==> config.mk <==
export PLATFORM = sky130hd
export DESIGN_NAME = uart_rx_frame_flat
export DESIGN_NICKNAME = d
export VERILOG_FILES = /design/src/rtl/uart_rx_frame_if.sv /design/src/rtl/uart_rx_frame.sv /design/src/flat_wrapper.sv
export SDC_FILE = /design/constraint.sdc
export NUM_CORES = 1
export LEC_CHECK = 0
export BUFFER_PORTS_ARGS = -buffer_cell sky130_fd_sc_hd__buf_2
export CAP_MARGIN = 25
export CORE_MARGIN = 4
export CORE_UTILIZATION = 32
export DETAILED_ROUTE_END_ITERATION = 10
export HOLD_SLACK_MARGIN = 0.12
export PLACE_DENSITY_LB_ADDON = 0.12
export SYNTH_ARGS = -nofsm -noshare
export SYNTH_HDL_FRONTEND = slang
export SYNTH_SLANG_ARGS = --single-unit
==> constraint.sdc <==
create_clock -name clk -period 2.2 [get_ports clk]
set_clock_uncertainty 0.1 [all_clocks]
set_input_delay 0.22 -clock clk [delete_from_list [all_inputs] [get_ports clk]]
set_output_delay 0.22 -clock clk [all_outputs]
set_load 0.01 [all_outputs]
==> src/rtl/uart_rx_frame_if.sv <==
// uart_rx_frame_if: connection bundle between the board RX pin, the receiver
// and the byte-consuming logic.
//   i_rx          serial line, idle high, asynchronous to clk
//   o_data        last delivered payload (DATA_BITS wide, LSB first on the wire)
//   o_valid       one-cycle strobe, o_data updated
//   o_parity_err  one-cycle, aligned with o_valid, parity mismatch
//   o_frame_err   one-cycle, aligned with o_valid, stop bit sampled low
//   o_break       one-cycle strobe, break condition detected
//   o_conn        line-alive status
// master: the receiver side. slave: the pin driver / payload consumer side.
interface uart_rx_frame_if #(
  parameter int DATA_BITS = 8
);
  logic                 i_rx;
  logic [DATA_BITS-1:0] o_data;
  logic                 o_valid;
  logic                 o_parity_err;
  logic                 o_frame_err;
  logic                 o_break;
  logic                 o_conn;

  modport master (
    input  i_rx,
    output o_data, o_valid, o_parity_err, o_frame_err, o_break, o_conn
  );

  modport slave (
    output i_rx,
    input  o_data, o_valid, o_parity_err, o_frame_err, o_break, o_conn
  );
endinterface

==> src/rtl/uart_rx_frame.sv <==
// uart_rx_frame: parametrised UART receiver (5..9 data bits, none/odd/even
// parity, 1 or 2 stop bits) with per-frame parity, framing and break reporting.
// Ports:
//   clk   system clock, rising edge
//   rst   asynchronous active-high reset
//   bus   uart_rx_frame_if.master (i_rx in; o_data, o_valid, o_parity_err,
//         o_frame_err, o_break, o_conn out)
module uart_rx_frame #(
  parameter int CLK_PER_BIT = 868,
  parameter int DATA_BITS   = 8,
  parameter int PARITY      = 0,
  parameter int STOP_BITS   = 1
) (
  input  logic            clk,
  input  logic            rst,
  uart_rx_frame_if.master bus
);

  if (CLK_PER_BIT < 4) begin : g_chk_cpb
    $error("uart_rx_frame: CLK_PER_BIT must be >= 4");
  end
  if (DATA_BITS < 5 || DATA_BITS > 9) begin : g_chk_db
    $error("uart_rx_frame: DATA_BITS must be 5..9");
  end
  if (PARITY < 0 || PARITY > 2) begin : g_chk_par
    $error("uart_rx_frame: PARITY must be 0, 1 or 2");
  end
  if (STOP_BITS < 1 || STOP_BITS > 2) begin : g_chk_stop
    $error("uart_rx_frame: STOP_BITS must be 1 or 2");
  end

  localparam int CW = $clog2(CLK_PER_BIT);
  localparam int BW = $clog2(DATA_BITS);
  localparam int H  = (CLK_PER_BIT - 1) / 2;

  typedef enum logic [2:0] {
    S_LOST, S_IDLE, S_START, S_DATA, S_PAR, S_STOP, S_DONE
  } state_t;

  state_t               state_q, state_d;
  logic [CW-1:0]        cnt_q, cnt_d;
  logic [BW-1:0]        bit_q, bit_d;
  logic                 stop_q, stop_d;
  logic [DATA_BITS-1:0] sh_q, sh_d;
  logic                 par_q, par_d;   // XOR of data and parity samples
  logic                 one_q, one_d;   // any data/parity sample was 1
  logic                 s1_q, rxs_q;
  logic [DATA_BITS-1:0] data_q, data_d;
  logic                 valid_q, valid_d;
  logic                 perr_q, perr_d;
  logic                 ferr_q, ferr_d;
  logic                 brk_q, brk_d;
  logic                 conn;
  logic                 bit_end;
  logic                 perr_calc;

  assign bit_end   = (cnt_q == CW'(CLK_PER_BIT - 1));
  // Odd mode wants an odd number of ones (XOR = 1); even mode wants XOR = 0.
  assign perr_calc = (PARITY == 1) ? ~par_q : (PARITY == 2) ? par_q : 1'b0;

  always_ff @(posedge clk or posedge rst) begin
    if (rst) begin
      s1_q    <= 1'b0;
      rxs_q   <= 1'b0;
      state_q <= S_LOST;
      cnt_q   <= '0;
      bit_q   <= '0;
      stop_q  <= 1'b0;
      sh_q    <= '0;
      par_q   <= 1'b0;
      one_q   <= 1'b0;
      data_q  <= '0;
      valid_q <= 1'b0;
      perr_q  <= 1'b0;
      ferr_q  <= 1'b0;
      brk_q   <= 1'b0;
    end else begin
      s1_q    <= bus.i_rx;
      rxs_q   <= s1_q;
      state_q <= state_d;
      cnt_q   <= cnt_d;
      bit_q   <= bit_d;
      stop_q  <= stop_d;
      sh_q    <= sh_d;
      par_q   <= par_d;
      one_q   <= one_d;
      data_q  <= data_d;
      valid_q <= valid_d;
      perr_q  <= perr_d;
      ferr_q  <= ferr_d;
      brk_q   <= brk_d;
    end
  end

  always_comb begin
    state_d = state_q;
    cnt_d   = cnt_q;
    bit_d   = bit_q;
    stop_d  = stop_q;
    sh_d    = sh_q;
    par_d   = par_q;
    one_d   = one_q;
    case (state_q)
      S_LOST: begin
        cnt_d  = '0;
        bit_d  = '0;
        stop_d = 1'b0;
        if (rxs_q) state_d = S_IDLE;
      end
      S_IDLE: begin
        if (!rxs_q) begin
          state_d = S_START;
          cnt_d   = '0;
        end
      end
      S_START: begin
        if (cnt_q == CW'(H)) begin
          cnt_d = '0;
          if (rxs_q) begin
            state_d = S_IDLE;
          end else begin
            state_d = S_DATA;
            bit_d   = '0;
            par_d   = 1'b0;
            one_d   = 1'b0;
          end
        end else begin
          cnt_d = cnt_q + CW'(1);
        end
      end
      S_DATA: begin
        if (bit_end) begin
          cnt_d = '0;
          sh_d  = {rxs_q, sh_q[DATA_BITS-1:1]};
          par_d = par_q ^ rxs_q;
          one_d = one_q | rxs_q;
          if (bit_q == BW'(DATA_BITS - 1)) begin
            bit_d   = '0;
            stop_d  = 1'b0;
            state_d = (PARITY != 0) ? S_PAR : S_STOP;
          end else begin
            bit_d = bit_q + BW'(1);
          end
        end else begin
          cnt_d = cnt_q + CW'(1);
        end
      end
      S_PAR: begin
        if (bit_end) begin
          cnt_d   = '0;
          par_d   = par_q ^ rxs_q;
          one_d   = one_q | rxs_q;
          stop_d  = 1'b0;
          state_d = S_STOP;
        end else begin
          cnt_d = cnt_q + CW'(1);
        end
      end
      S_STOP: begin
        if (bit_end) begin
          cnt_d = '0;
          if (!rxs_q) begin
            state_d = S_LOST;
          end else if (stop_q == 1'(STOP_BITS - 1)) begin
            state_d = S_DONE;
          end else begin
            stop_d = stop_q + 1'b1;
          end
        end else begin
          cnt_d = cnt_q + CW'(1);
        end
      end
      S_DONE:  state_d = S_IDLE;
      default: state_d = S_LOST;
    endcase
  end

  always_comb begin
    data_d  = data_q;
    valid_d = 1'b0;
    perr_d  = 1'b0;
    ferr_d  = 1'b0;
    brk_d   = 1'b0;
    conn    = (state_q != S_LOST);
    case (state_q)
      S_STOP: begin
        // A low stop sample is reported on the sampling edge itself; an
        // all-zero frame is a break rather than a payload.
        if (bit_end && !rxs_q) begin
          if (!one_q) begin
            brk_d = 1'b1;
          end else begin
            data_d  = sh_q;
            valid_d = 1'b1;
            ferr_d  = 1'b1;
            perr_d  = perr_calc;
          end
        end
      end
      S_DONE: begin
        data_d  = sh_q;
        valid_d = 1'b1;
        perr_d  = perr_calc;
      end
      default: ;
    endcase
  end

  assign bus.o_data       = data_q;
  assign bus.o_valid      = valid_q;
  assign bus.o_parity_err = perr_q;
  assign bus.o_frame_err  = ferr_q;
  assign bus.o_break      = brk_q;
  assign bus.o_conn       = conn;

endmodule
==> src/flat_wrapper.sv <==
// flat-port wrapper written by rule: the top's interface ports become plain ports
module uart_rx_frame_flat 
#(
  parameter int CLK_PER_BIT = 868,
  parameter int DATA_BITS   = 8,
  parameter int PARITY      = 0,
  parameter int STOP_BITS   = 1
)
  (clk, rst, bus_i_rx, bus_o_data, bus_o_valid, bus_o_parity_err, bus_o_frame_err, bus_o_break, bus_o_conn);
  uart_rx_frame_if #(.DATA_BITS(DATA_BITS)) bus_i ();
  input  logic clk;
  input  logic rst;
  input wire logic [$bits(bus_i.i_rx)-1:0] bus_i_rx;
  output wire logic [$bits(bus_i.o_data)-1:0] bus_o_data;
  output wire logic [$bits(bus_i.o_valid)-1:0] bus_o_valid;
  output wire logic [$bits(bus_i.o_parity_err)-1:0] bus_o_parity_err;
  output wire logic [$bits(bus_i.o_frame_err)-1:0] bus_o_frame_err;
  output wire logic [$bits(bus_i.o_break)-1:0] bus_o_break;
  output wire logic [$bits(bus_i.o_conn)-1:0] bus_o_conn;
  assign bus_i.i_rx = bus_i_rx;
  assign bus_o_data = bus_i.o_data;
  assign bus_o_valid = bus_i.o_valid;
  assign bus_o_parity_err = bus_i.o_parity_err;
  assign bus_o_frame_err = bus_i.o_frame_err;
  assign bus_o_break = bus_i.o_break;
  assign bus_o_conn = bus_i.o_conn;
  uart_rx_frame #(.CLK_PER_BIT(CLK_PER_BIT), .DATA_BITS(DATA_BITS), .PARITY(PARITY), .STOP_BITS(STOP_BITS)) u_core (.clk(clk), .rst(rst), .bus(bus_i));
endmodule
# Yosys cells after proc, flatten, opt, wreduce, memory -nomap -nowiden
# Cells that the tools add are included.
# word_totals
register_bits	39
output_inout_bits	13
word_cells	97
# op_classes
addsub	3
eq_ne	22
n_mux	41
bitwise_logic	1
n_reduce_logical	18
# ops
operator	count
10-bit case mux with 4 select lines	1
3-bit two-way mux	13
10-bit two-way mux	3
3-bit case mux with 7 select lines	1
2-bit by 1-bit inequality test with 1-bit output (second input constant)	10
8-bit two-way mux	2
8-bit case mux with 2 select lines	1
1-bit two-way mux	15
3-bit equality test (second input constant)	4
10-bit by 1-bit adder with 10-bit output (second input constant)	1
10-bit equality test (second input constant)	1
10-bit by 9-bit equality test with 1-bit output (second input constant)	1
3-bit case mux with 3 select lines	1
4-bit AND reduction	2
8-bit AND reduction	1
4-bit nonzero test	2
3-bit by 2-bit equality test with 1-bit output (second input constant)	2
6-bit AND reduction	1
3-bit nonzero test	2
2-bit inequality test (second input constant)	2
1-bit case mux with 2 select lines	2
1-bit case mux with 4 select lines	1
2-bit AND reduction	2
2-bit nonzero test	2
12 further kinds	12

# Depth between registers and ports, before layout
# logic_depth
word_depth	5
depth_mapped	7
ltp_nobuf	6

# Least setup slack after synthesis
# Ideal clock, no wire load.
# synth_timing
path_type	register -> register
startpoint	register u_core.cnt_q[3]
endpoint	register u_core.bit_q[0]
t_arrival_ps	1792
t_required_ps	1975
slack_ps	183
path_stages_with_launch	6
path_buffers	0
synth_period_minus_slack_ps	2017
cell_sequence	dfrtp_1 nor4b_4 nand3_4 o21a_1 or3b_4 mux2_4
# synth_between
elab_chain_len	3
elab_cells_between_ends	5
classes_between	eq/ne (4); reduce/logical (1)
# synth_rtl
item	line	source
start: declaration	uart_rx_frame.sv:41	logic [CW-1:0] cnt_q, cnt_d;
start signal: assignment	uart_rx_frame.sv:81	cnt_q <= cnt_d;
10-bit by 9-bit equality test with 1-bit output / 10-bit equality test (equally long branches)	uart_rx_frame.sv:117, uart_rx_frame.sv:57	
2-bit by 1-bit inequality test with 1-bit output (no source line)	-	
4-bit AND reduction (no source line) *	-	
end signal: assignment	uart_rx_frame.sv:82	bit_q <= bit_d;
end: declaration	uart_rx_frame.sv:42	logic [BW-1:0] bit_q, bit_d;
# Mark *: on every way between the ends. The rest lies on a longest branch, timed or not.
# A chain may end at the register's enable or synchronous reset.

# Worst setup path after layout
# Same ends and word-level chain as after synthesis.

==> qor.yml <==
vias: 1328
setup_viol: 0
synth_cell_types: 41
clkSlewWorstSetupHoldPaths_ns: 0.08
end_kind: "flop"
regToRegStartpoint: "u_core.cnt_q[3]"
overflow: 0
drcViolationCount: 0
syn-cell-area_sq_um: 1860
reg2reg_depth: 5
nNetsFinal: 198
cts_sinks: 38
cts_buffers: 5
grt_pass1_vias: 1348
instances_no_fill: 264
yosysWarnings: 0
cts_root_buffer: "clkbuf_8"
finalHoldViolations: 0
viasPerCell: 5.03
grt_max_degree: 39
status: "finished, final reports clean"
clock_path_buffers: 2
criticalPathCategory: "reg -> reg"
io_pins: 16
die-area_sq_um: 7090
finalMaxSlewViolations: 0
regToRegSetupSlack_ns: 0.15
critPathLaunchType: "flop"
worstSkewPairLatency_ns: 0.29
critPathMaxFanout: 8
hold_path_class: "reg -> reg"
drive_gt1_share_pct: 32.3
tns_ns: 0
r2r-end: "u_core.bit_q[0]"
wl_per_cell_um: 14.0
initial_core_util_pct: 33.3
die_y_um: 84.2
vdd_drop_max_v: 0.000382
synth.ff_latch_count: 38
antenna_cells: 0
cellPowerDensity_nw_per_um2: 1020
row_count: 27
min_to: "u_core.rxs_q"
required_ns: 2.28
port_buffers: 14
first_pass_iters: 4
ant_nets: 0
post-route-period-util_pct: 93.4
cts_tree: "built"
hpwl_um: 2680
syn_inst: 161
wirelength_um: 3700
grt_pass1_wl_um: 6530
min_period_ns: 2.05
rsz0062_at_grt: "no"
whs_path_depth: 0
ys_seq_area_share_pct: 51.2
p_leak_uw: 0.00111
place_congestion: 0.787
fmax_ghz: 0.487
final_core_util_pct: 40.7
syn_nets: 168
synth_area_per_cell_sq_um: 11.5
drt-initial-drc-count: 60
critPathArrivalTime_ns: 2.13
coreArea_sq_um: 5570
min-delay-start: "u_core.s1_q"
die_w_um: 84.2
area_growth_syn_to_layout_pct: 22.0
place_inst: 252
antenna_found_initial: 0
maxCapViolations: 0
h-tree-depth: 2
grt.total_usage_pct: 11.6
cell families (layout without fill, tap and decap cells):
logic type / after synthesis / after routing / synth area share [%]
xor+xnor: 1 / 1 / 0.471
buf+inv: 11 / 42 / 2.63
other cells: 1 / 1 / 0.202
compound gates: 27 / 27 / 9.43
mux: 23 / 23 / 14.3
simple gates: 56 / 56 / 19.1
fa+ha+maj: 4 / 4 / 2.69
flops: 38 / 38 / 51.2
worst max path at each step:
stage / from / to / cells past startpoint
6_report: u_core.cnt_q[3] / u_core.bit_q[0] / 5
3_3_place_gp: u_core.cnt_q[3] / u_core.bit_q[1] / 5
2_1_floorplan: u_core.cnt_q[3] / u_core.bit_q[0] / 5
4_1_cts: u_core.cnt_q[3] / u_core.bit_q[0] / 5
3_5_place_dp: u_core.cnt_q[3] / u_core.bit_q[0] / 5
5_1_grt: u_core.cnt_q[0] / u_core.cnt_q[9] / 8
Yosys cell counts, drive strengths merged:
cell	number	share of area (%)
nor2	5	1.0
ha	4	2.7
o221ai	1	0.47
nor2b	3	1.0
conb	1	0.20
clkbuf	1	0.20
o21ai	10	2.7
o22ai	2	1.0
nand2	10	2.0
and3	5	1.7
and2b	1	0.40
o21a	1	0.40
nand2b	2	0.67
and4	1	0.47
buf	4	1.2
nand3	6	2.3
and2	1	0.34
nand4bb	1	0.61
dfrtp	38	51
o22a	1	0.47
mux2	20	13
nor3b	4	1.6
nand3b	2	0.81
inv	6	1.2
a21o	3	1.2
mux2i	3	1.6
or3b	1	0.61
a22o	3	1.4
a21oi	5	1.3
a22oi	1	0.40
or3	2	0.67
nor4b	1	1.3
nand4	4	1.3
xnor2	1	0.47
nor3	6	1.9
nor4	1	0.34
report_power, final:
group / internal (uW) / switching, uW
Combinational: 365 / 316
Sequential: 790 / 112
Clock: 484 / 250
Total: 1640 / 677
layer usage:
layer | GRT usage, % | wire, um | up-vias
li1 | - | - | 641
met1 | 15.1 | 1740 | 665
met2 | 18.1 | 1770 | 17
met3 | 2.94 | 126 | 5
met4 | 5.26 | 59 | 0
met5 | 0 | 0 | -
worst max-delay path, cell delays in order, from the launching register on:
cell and delay [ns]:
dfrtp_2 0.48, nor4b_4 0.37, nand3_4 0.10, o21a_1 0.18, or3b_4 0.40, mux2_4 0.31
sequential cells by signal (all words and copies together) (netlist names):
| name | flops |
|---|---|
| u_core.cnt_q | 10 |
| u_core.bus.o_data | 8 |
| u_core.sh_q | 8 |
| u_core.bit_q | 3 |
| u_core.state_q | 3 |
| u_core.bus.o_break | 1 |
| u_core.bus.o_frame_err | 1 |
| u_core.bus.o_valid | 1 |
| u_core.one_q | 1 |
| u_core.rxs_q | 1 |
| u_core.s1_q | 1 |
layout make-up:
class	count	area, sq um
repair buffers	28	193
clock inverters	2	60.1
fillers	546	3310
flip-flops and latches	38	952
well taps	72	90.1
inverters	6	22.5
clock buffers	6	82.6
multi-input cells	112	866
stage by stage:
step                instance area (sq um)  hold WS, ns  setup WS, ns  power (uW)
finish                               2270        0.251         0.146        2320
CTS                                  2230        0.252        0.0763        2280
floorplan                            1860        0.151         0.183        1360
global route                         2270        0.254       0.00377        2470
detailed placement                   2070        0.230        0.0916        1540
global placement                     2070        0.231        0.0985        1500
timing repair:
item / 4_1_cts / 5_1_grt
endpoints found under the setup margin: 0 / 9
buffers inserted: 0 / 2
hold buffers: 2 / 0
resized for setup: 0 / 3
hold endpoints to repair: 39 / 0
layout by cell type (no fill, tap or decap), types with 3 or more instances in the layout:
cell       n
a21o_1     3
a21oi_1    5
a22o_1     3
and3_1     5
buf_2     14
buf_4     11
clkbuf_8   6
dfrtp_1   37
ha_1       4
inv_1      6
mux2_2    17
mux2_4     3
mux2i_1    3
nand2_1   10
nand3_1    5
nand4_1    4
nor2_1     5
nor2b_1    3
nor3_1     5
nor3b_1    4
o21ai_0   10
(Power assumes the default switching activity.)
